### src/rtl/spart_pkg.sv
// Shared types and constants for the SPART receiver: FSM states, oversampling
// ratio, sample point and frame width.
package spart_pkg;

  typedef enum logic [1:0] {
    IDLE,
    START,
    DATA,
    STOP
  } rx_state_t;

  localparam int unsigned OVERSAMPLE      = 16;
  localparam int unsigned SAMPLE_TICK     = 8;
  localparam int unsigned FRAME_DATA_BITS = 8;
  localparam int unsigned TICK_W          = $clog2(OVERSAMPLE);
  localparam int unsigned BIT_W           = $clog2(FRAME_DATA_BITS);

  function automatic logic maj3(input logic a, input logic b, input logic c);
    return (a & b) | (a & c) | (b & c);
  endfunction

endpackage

### src/rtl/spart_sync2.sv
// Two-flop synchronizer for the asynchronous serial line; resets to the
// idle (high) level so reset never looks like a start bit.
module spart_sync2 (
  input  logic clk,
  input  logic rst,
  input  logic d,
  output logic q
);

  logic meta;

  always_ff @(posedge clk or negedge rst) begin
    if (!rst) begin
      meta <= 1'b1;
      q    <= 1'b1;
    end else begin
      meta <= d;
      q    <= meta;
    end
  end

endmodule

### src/rtl/spart_rx.sv
// SPART 8N1 receiver with 16x oversampling.
// Define SPART_RX_MAJORITY_EN for 3-sample majority voting at ticks 7/8/9.
module spart_rx
  import spart_pkg::*;
(
  input  logic       clk,
  input  logic       rst,
  input  logic       rx_enable,
  input  logic       rxd,
  input  logic       read,
  output logic [7:0] rx_data,
  output logic       rda,
  output logic       framing_err,
  output logic       overrun
);

  localparam logic [TICK_W-1:0] TICK_LAST = TICK_W'(OVERSAMPLE - 1);
  localparam logic [BIT_W-1:0]  BIT_LAST  = BIT_W'(FRAME_DATA_BITS - 1);
`ifdef SPART_RX_MAJORITY_EN
  localparam logic [TICK_W-1:0] EARLY_TICK  = TICK_W'(SAMPLE_TICK - 1);
  localparam logic [TICK_W-1:0] MID_TICK    = TICK_W'(SAMPLE_TICK);
  localparam logic [TICK_W-1:0] DECIDE_TICK = TICK_W'(SAMPLE_TICK + 1);
`else
  localparam logic [TICK_W-1:0] DECIDE_TICK = TICK_W'(SAMPLE_TICK);
`endif

  rx_state_t                    state;
  logic [TICK_W-1:0]            tick;
  logic [BIT_W-1:0]             bitn;
  logic [FRAME_DATA_BITS-1:0]   shreg;
  logic                         rxs;
  logic                         decide;
  logic                         bit_val;
  logic                         load;

  spart_sync2 u_sync (
    .clk (clk),
    .rst (rst),
    .d   (rxd),
    .q   (rxs)
  );

`ifdef SPART_RX_MAJORITY_EN
  logic s_early;
  logic s_mid;

  always_ff @(posedge clk or negedge rst) begin
    if (!rst) begin
      s_early <= 1'b1;
      s_mid   <= 1'b1;
    end else if (rx_enable) begin
      if (tick == EARLY_TICK) s_early <= rxs;
      if (tick == MID_TICK)   s_mid   <= rxs;
    end
  end

  always_comb begin
    bit_val = maj3(s_early, s_mid, rxs);
  end
`else
  always_comb begin
    bit_val = rxs;
  end
`endif

  always_comb begin
    decide = 1'b0;
    load   = 1'b0;
    decide = rx_enable && (tick == DECIDE_TICK);
    load   = decide && (state == STOP);
  end

  always_ff @(posedge clk or negedge rst) begin
    if (!rst) begin
      state       <= IDLE;
      tick        <= '0;
      bitn        <= '0;
      shreg       <= '0;
      rx_data     <= '0;
      rda         <= 1'b0;
      framing_err <= 1'b0;
      overrun     <= 1'b0;
    end else begin
      if (rx_enable) begin
        unique case (state)
          IDLE: begin
            // The detecting tick is tick 0 of the start bit, so the counter
            // leaves IDLE already at 1; keeps the stop sample at T0+152.
            if (!rxs) begin
              state <= START;
              tick  <= tick + 1'b1;
            end
          end
          START: begin
            tick <= tick + 1'b1;
            if (decide && bit_val) begin
              state <= IDLE;
              tick  <= '0;
            end else if (tick == TICK_LAST) begin
              state <= DATA;
              bitn  <= '0;
            end
          end
          DATA: begin
            tick <= tick + 1'b1;
            if (decide) shreg[bitn] <= bit_val;
            if (tick == TICK_LAST) begin
              if (bitn == BIT_LAST) state <= STOP;
              else                  bitn  <= bitn + 1'b1;
            end
          end
          STOP: begin
            tick <= tick + 1'b1;
            if (decide) begin
              state <= IDLE;
              tick  <= '0;
            end
          end
        endcase
      end

      // A load coinciding with a read wins; the read only cancels overrun.
      if (load) begin
        rx_data     <= shreg;
        rda         <= 1'b1;
        framing_err <= ~bit_val;
        overrun     <= rda & ~read;
      end else if (read && rda) begin
        rda         <= 1'b0;
        framing_err <= 1'b0;
        overrun     <= 1'b0;
      end
    end
  end

endmodule

### config.mk
export PLATFORM = sky130hd
export DESIGN_NAME = spart_rx
export DESIGN_NICKNAME = d
export VERILOG_FILES = /design/src/rtl/spart_pkg.sv /design/src/rtl/spart_sync2.sv /design/src/rtl/spart_rx.sv
export SDC_FILE = /design/constraint.sdc
export NUM_CORES = 1
export LEC_CHECK = 0
export ABC_AREA = 1
export CAP_MARGIN = 20
export CORE_MARGIN = 1.5
export CORE_UTILIZATION = 28
export CTS_BUF_LIST = sky130_fd_sc_hd__clkbuf_8
export DETAILED_ROUTE_END_ITERATION = 7
export GPL_ROUTABILITY_DRIVEN = 0
export HOLD_SLACK_MARGIN = 0.05
export PLACE_DENSITY_LB_ADDON = 0.25
export SLEW_MARGIN = 0
export SYNTH_ARGS = -nofsm -noshare
export SYNTH_HDL_FRONTEND = slang
export SYNTH_SLANG_ARGS = --single-unit
### constraint.sdc
create_clock -name clk -period 1.48 [get_ports clk]
set_clock_uncertainty 0.05 [all_clocks]
set_input_delay 0.296 -clock clk [delete_from_list [all_inputs] [get_ports clk]]
set_output_delay 0.296 -clock clk [all_outputs]
set_load 0.01 [all_outputs]
# ---- After elaboration in Yosys (flattened, before gate mapping)
# Index checks and enable logic that the tools add are counted.
dict set report word_totals {
  reg_bits 30
  input_bits 5
  output_inout_bits 11
  wordCells 66
}
dict set report classes {
  add_sub_neg 2
  n_lt_le_gt_ge 2
  n_eq_ne 14
  muxes 23
  n_bitwise 3
  reduce_logical 12
}
# operator n
set op_table {}
lappend op_table {{$pmux 4 s4} 1}
lappend op_table {{$ne 2x2->1 const B} 7}
lappend op_table {{$mux 2} 6}
lappend op_table {{$mux 3} 4}
lappend op_table {{$mux 4} 3}
lappend op_table {{$reduce_and 6->1} 2}
lappend op_table {{$bwmux 8} 1}
lappend op_table {{$eq 4x4->1 const B} 2}
lappend op_table {{$pmux 2 s4} 1}
lappend op_table {{$pmux 3 s2} 1}
lappend op_table {{$logic_and 1x1->1} 5}
lappend op_table {{$mux 1} 5}
lappend op_table {{$add 4x1->4 const B} 1}
lappend op_table {{$eq 2x2->1 const B} 2}
lappend op_table {{$lt 3x4->1 const B} 1}
lappend op_table {{$reduce_bool 2->1} 2}
lappend op_table {{$add 3x1->3 const B} 1}
lappend op_table {{$demux 1 s3} 1}
lappend op_table {{$eq 3x3->1 const B} 1}
lappend op_table {{$ge 3x1->1 const B} 1}
lappend op_table {{$ne 3x3->1 const B} 1}
lappend op_table {{$reduce_and 3->1} 1}
lappend op_table {{$eq 2x1->1 const B} 1}
lappend op_table {{$logic_not 2->1} 1}
lappend op_table {{other kinds (3)} 4}

# ---- Depth between registers and ports, before layout
# Gate-level depths: netlist of the first run.
dict set report logic_depth {
  word_depth 5
  depth_mapped 10
  ltp_nobuf 9
}

# ---- Modules after synthesis
# From an unflattened synthesis of the first run, not the netlist that was laid out.
dict set report hier_totals {
  cells_unflattened 169
  area_unflattened_um2 1418.9
}
# mod instances cells_per_inst area_per_inst_um2 seq_area_each_um2
set modules_own_cells {}
lappend modules_own_cells {spart_rx 1 167 1366.3 700.7}
lappend modules_own_cells {spart_sync2 1 2 52.6 52.6}

# ---- Worst setup path before layout of the first run
# Ideal clock, no wire load.
dict set report synth_timing {
  path_type {register to register}
  start {register tick[0]}
  end {register rx_data[0]}
  setup_time_ns 0.117
  t_arrival_ns 1.289
  required_ns 1.313
  setup_slack_ns 0.024
  path_stages_with_launch 11
  n_path_buf 1
  synth_period_minus_slack_ns 1.456
  cell_sequence {dfrtp_1 > inv_1 > ha_1 > nand2_1 > inv_2 > nand2_1 > nor2_4 > inv_2 > buf_6 > nand2_1 > nand2_1}
}
dict set report synth_between {
  elab_chain_cells 3
}
# element line_no
set synth_rtl {}
lappend synth_rtl {{from (decl)} spart_rx.sv:28} ;# logic [TICK_W-1:0] tick;
lappend synth_rtl {{from (signal assigned)} spart_rx.sv:91} ;# tick <= tick + 1'b1;
lappend synth_rtl {{from (signal assigned)} spart_rx.sv:95} ;# tick <= tick + 1'b1;
lappend synth_rtl {{from (signal assigned)} spart_rx.sv:105} ;# tick <= tick + 1'b1;
lappend synth_rtl {{$eq 4x4->1} spart_rx.sv:69} ;# decide = rx_enable && (tick == DECIDE_TICK);
lappend synth_rtl {{$logic_and 1x1->1} spart_rx.sv:69}
lappend synth_rtl {{$logic_and 1x1->1} spart_rx.sv:70} ;# load = decide && (state == STOP);
lappend synth_rtl {{to (signal assigned)} spart_rx.sv:124} ;# rx_data <= shreg;
lappend synth_rtl {{to (decl)} spart_rx.sv:11} ;# output logic [7:0] rx_data,
# Every way passes these cells.
# A chain may end at the register's enable or synchronous reset.

# ---- Worst setup path after layout of the first run
dict set report layout_timing {
  start {register tick[1]}
  end {register shreg[3]}
}
dict set report layout_between {
  elab_chain_cells 3
}
# element line_no
set layout_rtl {}
lappend layout_rtl {{$eq 4x4->1} spart_rx.sv:69}
lappend layout_rtl {{$logic_and 1x1->1} spart_rx.sv:69}
lappend layout_rtl {{$reduce_and 3->1 (no source line)} -}
lappend layout_rtl {{to (signal, indexed assignment)} spart_rx.sv:106} ;# if (decide) shreg[bitn] <= bit_val;
lappend layout_rtl {{to (decl)} spart_rx.sv:30} ;# logic [FRAME_DATA_BITS-1:0] shreg;
# Every way passes these cells.

==> results.ini, run 1 <==
[clocking]
htree_levels = 2
cts.path.max_buffers = 2
clk_pin_slew_ns = 0.07
cts_sinks = 30
clk_latency_ns = 0.28
root_buffer = clkbuf_8
cts-buffers-inserted = 5
cts_tree = yes

[routing]
drt_iter0_markers = 47
drt_wl_total_um = 2770
dr.pass1.iters = 4
drc_errors = 0
vias = 1165
final_antenna_net_count = 0
wl_per_cell_um = 10.1
viasPerCell = 4.27

[place]
dpl.hpwl_um = 1910
port_buffers = 15
placed_area_sq_um = 1730

[sta]
tns_ns = 0
finalMaxSlewViolations = 0
tightestPinTransition_ns = 0.230
layout_min_cycle_time_ns = 1.46
rsz0062_at_grt = yes
hold_viol_final = 0
period_share = 0.985
setup_viol = 0
fmax_ghz = 0.686
relSlewSlack = 0.847

[power]
p_int_w = 0.00197
pwr-share-comb = 0.417
p_clk_frac = 0.214
ir_drop_v = 0.000783
pwr-share-seq = 0.370
power.total_w = 0.00320
p_per_area_nw_per_um2 = 1640
swShare = 0.384
p_leak_nw = 0.988
power.switching_w = 0.00123

[floorplan]
initial_core_util = 0.298
ios = 16
die_area_sq_um = 5560
die_h_um = 74.6
fp.dieW_um = 74.6
core_area_sq_um = 4820
num_rows = 25

[yosys]
yosysSeqAreaShare = 0.525
postSynthAreaPerCell_sq_um = 8.43
synthCells = 170
synth_nets = 179
yosysWarnings = 0
yosysUniqueCellTypes = 20
ys_seq_elements = 30
netlist_area_sq_um = 1430

[final_layout]
antenna_cells = 0
fill_cells = 527
syn_to_final_growth_pct = 35.8
drive_above_1_share = 0.306
final_cell_area_sq_um = 1950
finalNetCount = 214

[grt]
gr-total-overflow = 0
antenna_found_initial = 0
grt_pass1_vias = 1017
grt_start_max_net_pins = 31
grt_pass1_wl_um = 4510
grt_usage = 0.110

[setup_path]
reg2regPathDepth = 9
critPathMaxStageDelay_ns = 0.39
required_ns = 1.60
arrival_ns = 1.58
cpMostUsedCell = nand2_4
criticalPathCategory = reg2reg
crit_fanout = 3
crit_path_end_kind = flop
cp_slowest_cell = dfrtp_1
start_kind = flop
path_cells = inv_2 > ha_4 > nand2_4 > inv_4 > nand2_4 > nor3_4 > nand2_1 > nor2_1 > a21oi_1

[flow_run]
drv_cap = 0

[min_path]
hold_path.class = reg2reg
holdPathStages = 0

[status]
outcome = finished clean

==> metrics by stage <==
| step | hold slack, ns | worst slack [ns] | util | cells |
|---|---|---|---|---|
| 2_1_floorplan | -0.0496 | 0.0241 | - | 170 |
| 3_3_place_gp | 0.298 | -0.240 | 0.359 | 259 |
| 3_5_place_dp | 0.301 | -0.248 | 0.359 | 259 |
| 4_1_cts | 0.310 | -0.0367 | 0.379 | 267 |
| 5_1_grt | 0.315 | -0.0777 | 0.404 | 273 |
| 6_report | 0.307 | 0.0218 | 0.404 | 273 |
==> metal layers <==
layer  wire, um  GRT usage  up-vias
li1           -          -      608
met1       1350      0.136      533
met2       1270      0.177       19
met3        110     0.0366        5
met4         38     0.0485        0
met5          0          0        -
==> cell usage after synthesis, drive strengths merged <==
cell type,n,area share
dfstp,2,0.037
nand3,14,0.049
ha,4,0.035
nor3,2,0.010
xor2,2,0.012
o21ai,15,0.060
nor2,18,0.072
nand4,4,0.017
a21oi,2,0.0070
buf,1,0.0079
nand2,54,0.14
dfrtp,28,0.49
clkinv,2,0.0052
inv,22,0.058
==> final timing paths <==
check	startpoint	end	slack [ns]
worst min-delay path	u_sync.meta	u_sync.q	0.31
worst min register to register	u_sync.meta	u_sync.q	0.31
min in group asynchronous	rst	rx_data[7]	0.33
worst max-delay path	tick[1]	shreg[3]	0.02
max in group asynchronous	rst	u_sync.meta	0.81
worst max register to register	tick[1]	shreg[3]	0.02
==> cell type report <==
cell class	count	area, sq um	area share
Inverter	24	95.1	0.0488
Timing Repair Buffer	29	254	0.130
Sequential cell	30	753	0.387
Multi-Input combinational cell	115	666	0.342
Clock inverter	2	12.5	0.00643
Clock buffer	6	82.6	0.0424
Tap cell	67	83.8	0.0431
==> layout by cell type, fill, tap and decap left out, types with 9 or more instances in the layout <==
master / instances
dfrtp_1: 28
buf_4: 13
nor2_1: 9
dlygate4sd2_1: 11
nand3_1: 11
inv_2: 10
nand2_1: 46
o21ai_1: 11
inv_1: 10
==> registers in the layout, summed over array words and instances (netlist names), named ones only <==
register     count
rx_data          8
shreg            8
tick             4
bitn             3
framing_err      1
overrun          1
rda              1
state            1
u_sync.meta      1
u_sync.q         1
==> cell families (layout without fill, tap and decap cells) <==
| kind of cell | count (synthesis) | count (layout) | share of synthesized area |
|---|---|---|---|
| AOI/OAI and AO/OA | 17 | 17 | 0.0672 |
| xor gates and xnor gates | 2 | 2 | 0.0122 |
| adders and majority gates | 4 | 4 | 0.0349 |
| buffers and inverters | 25 | 61 | 0.0707 |
| DFF | 30 | 30 | 0.525 |
| and+or+nand+nor | 92 | 92 | 0.290 |
==> what timing repair did <==
action | CTS | global route
hold buffers | 0 | 0
buffers inserted | 0 | 6
resized for setup | 16 | 23
setup endpoints to repair | 18 | 26
pin swaps | 2 | 10
==> worst max-delay path: cells and delay by family (launching register included) <==
| family | cells | cell delay, ns |
|---|---|---|
| AOI/OAI and AO/OA | 1 | 0.04 |
| adders and majority gates | 1 | 0.14 |
| buffers and inverters | 2 | 0.16 |
| DFF | 1 | 0.39 |
| and+or+nand+nor | 5 | 0.57 |
==> power by group through the flow <==
stage	Combinational (W)	Sequential (W)	Clock, W
finish	0.00133	0.00118	0.000683
global route	0.00151	0.00120	0.000745
CTS	0.00107	0.00116	0.000711
detailed placement	0.00105	0.00118	0
global placement	0.00105	0.00118	0
floorplan	0.000677	0.00119	0
(Power assumes the default switching activity.)
==> inputs of run 2 (changes only) <==
--- a/config.mk
+++ b/config.mk
@@ -10,6 +10,7 @@
 export CORE_MARGIN = 1.5
 export CORE_UTILIZATION = 28
 export CTS_BUF_LIST = sky130_fd_sc_hd__clkbuf_8
+export CTS_CLUSTER_DIAMETER = 30
 export DETAILED_ROUTE_END_ITERATION = 7
 export GPL_ROUTABILITY_DRIVEN = 0
 export HOLD_SLACK_MARGIN = 0.05
==> results of run 2 <==
Same layout as run 1: the final DEF is identical, and so are final timing and power.
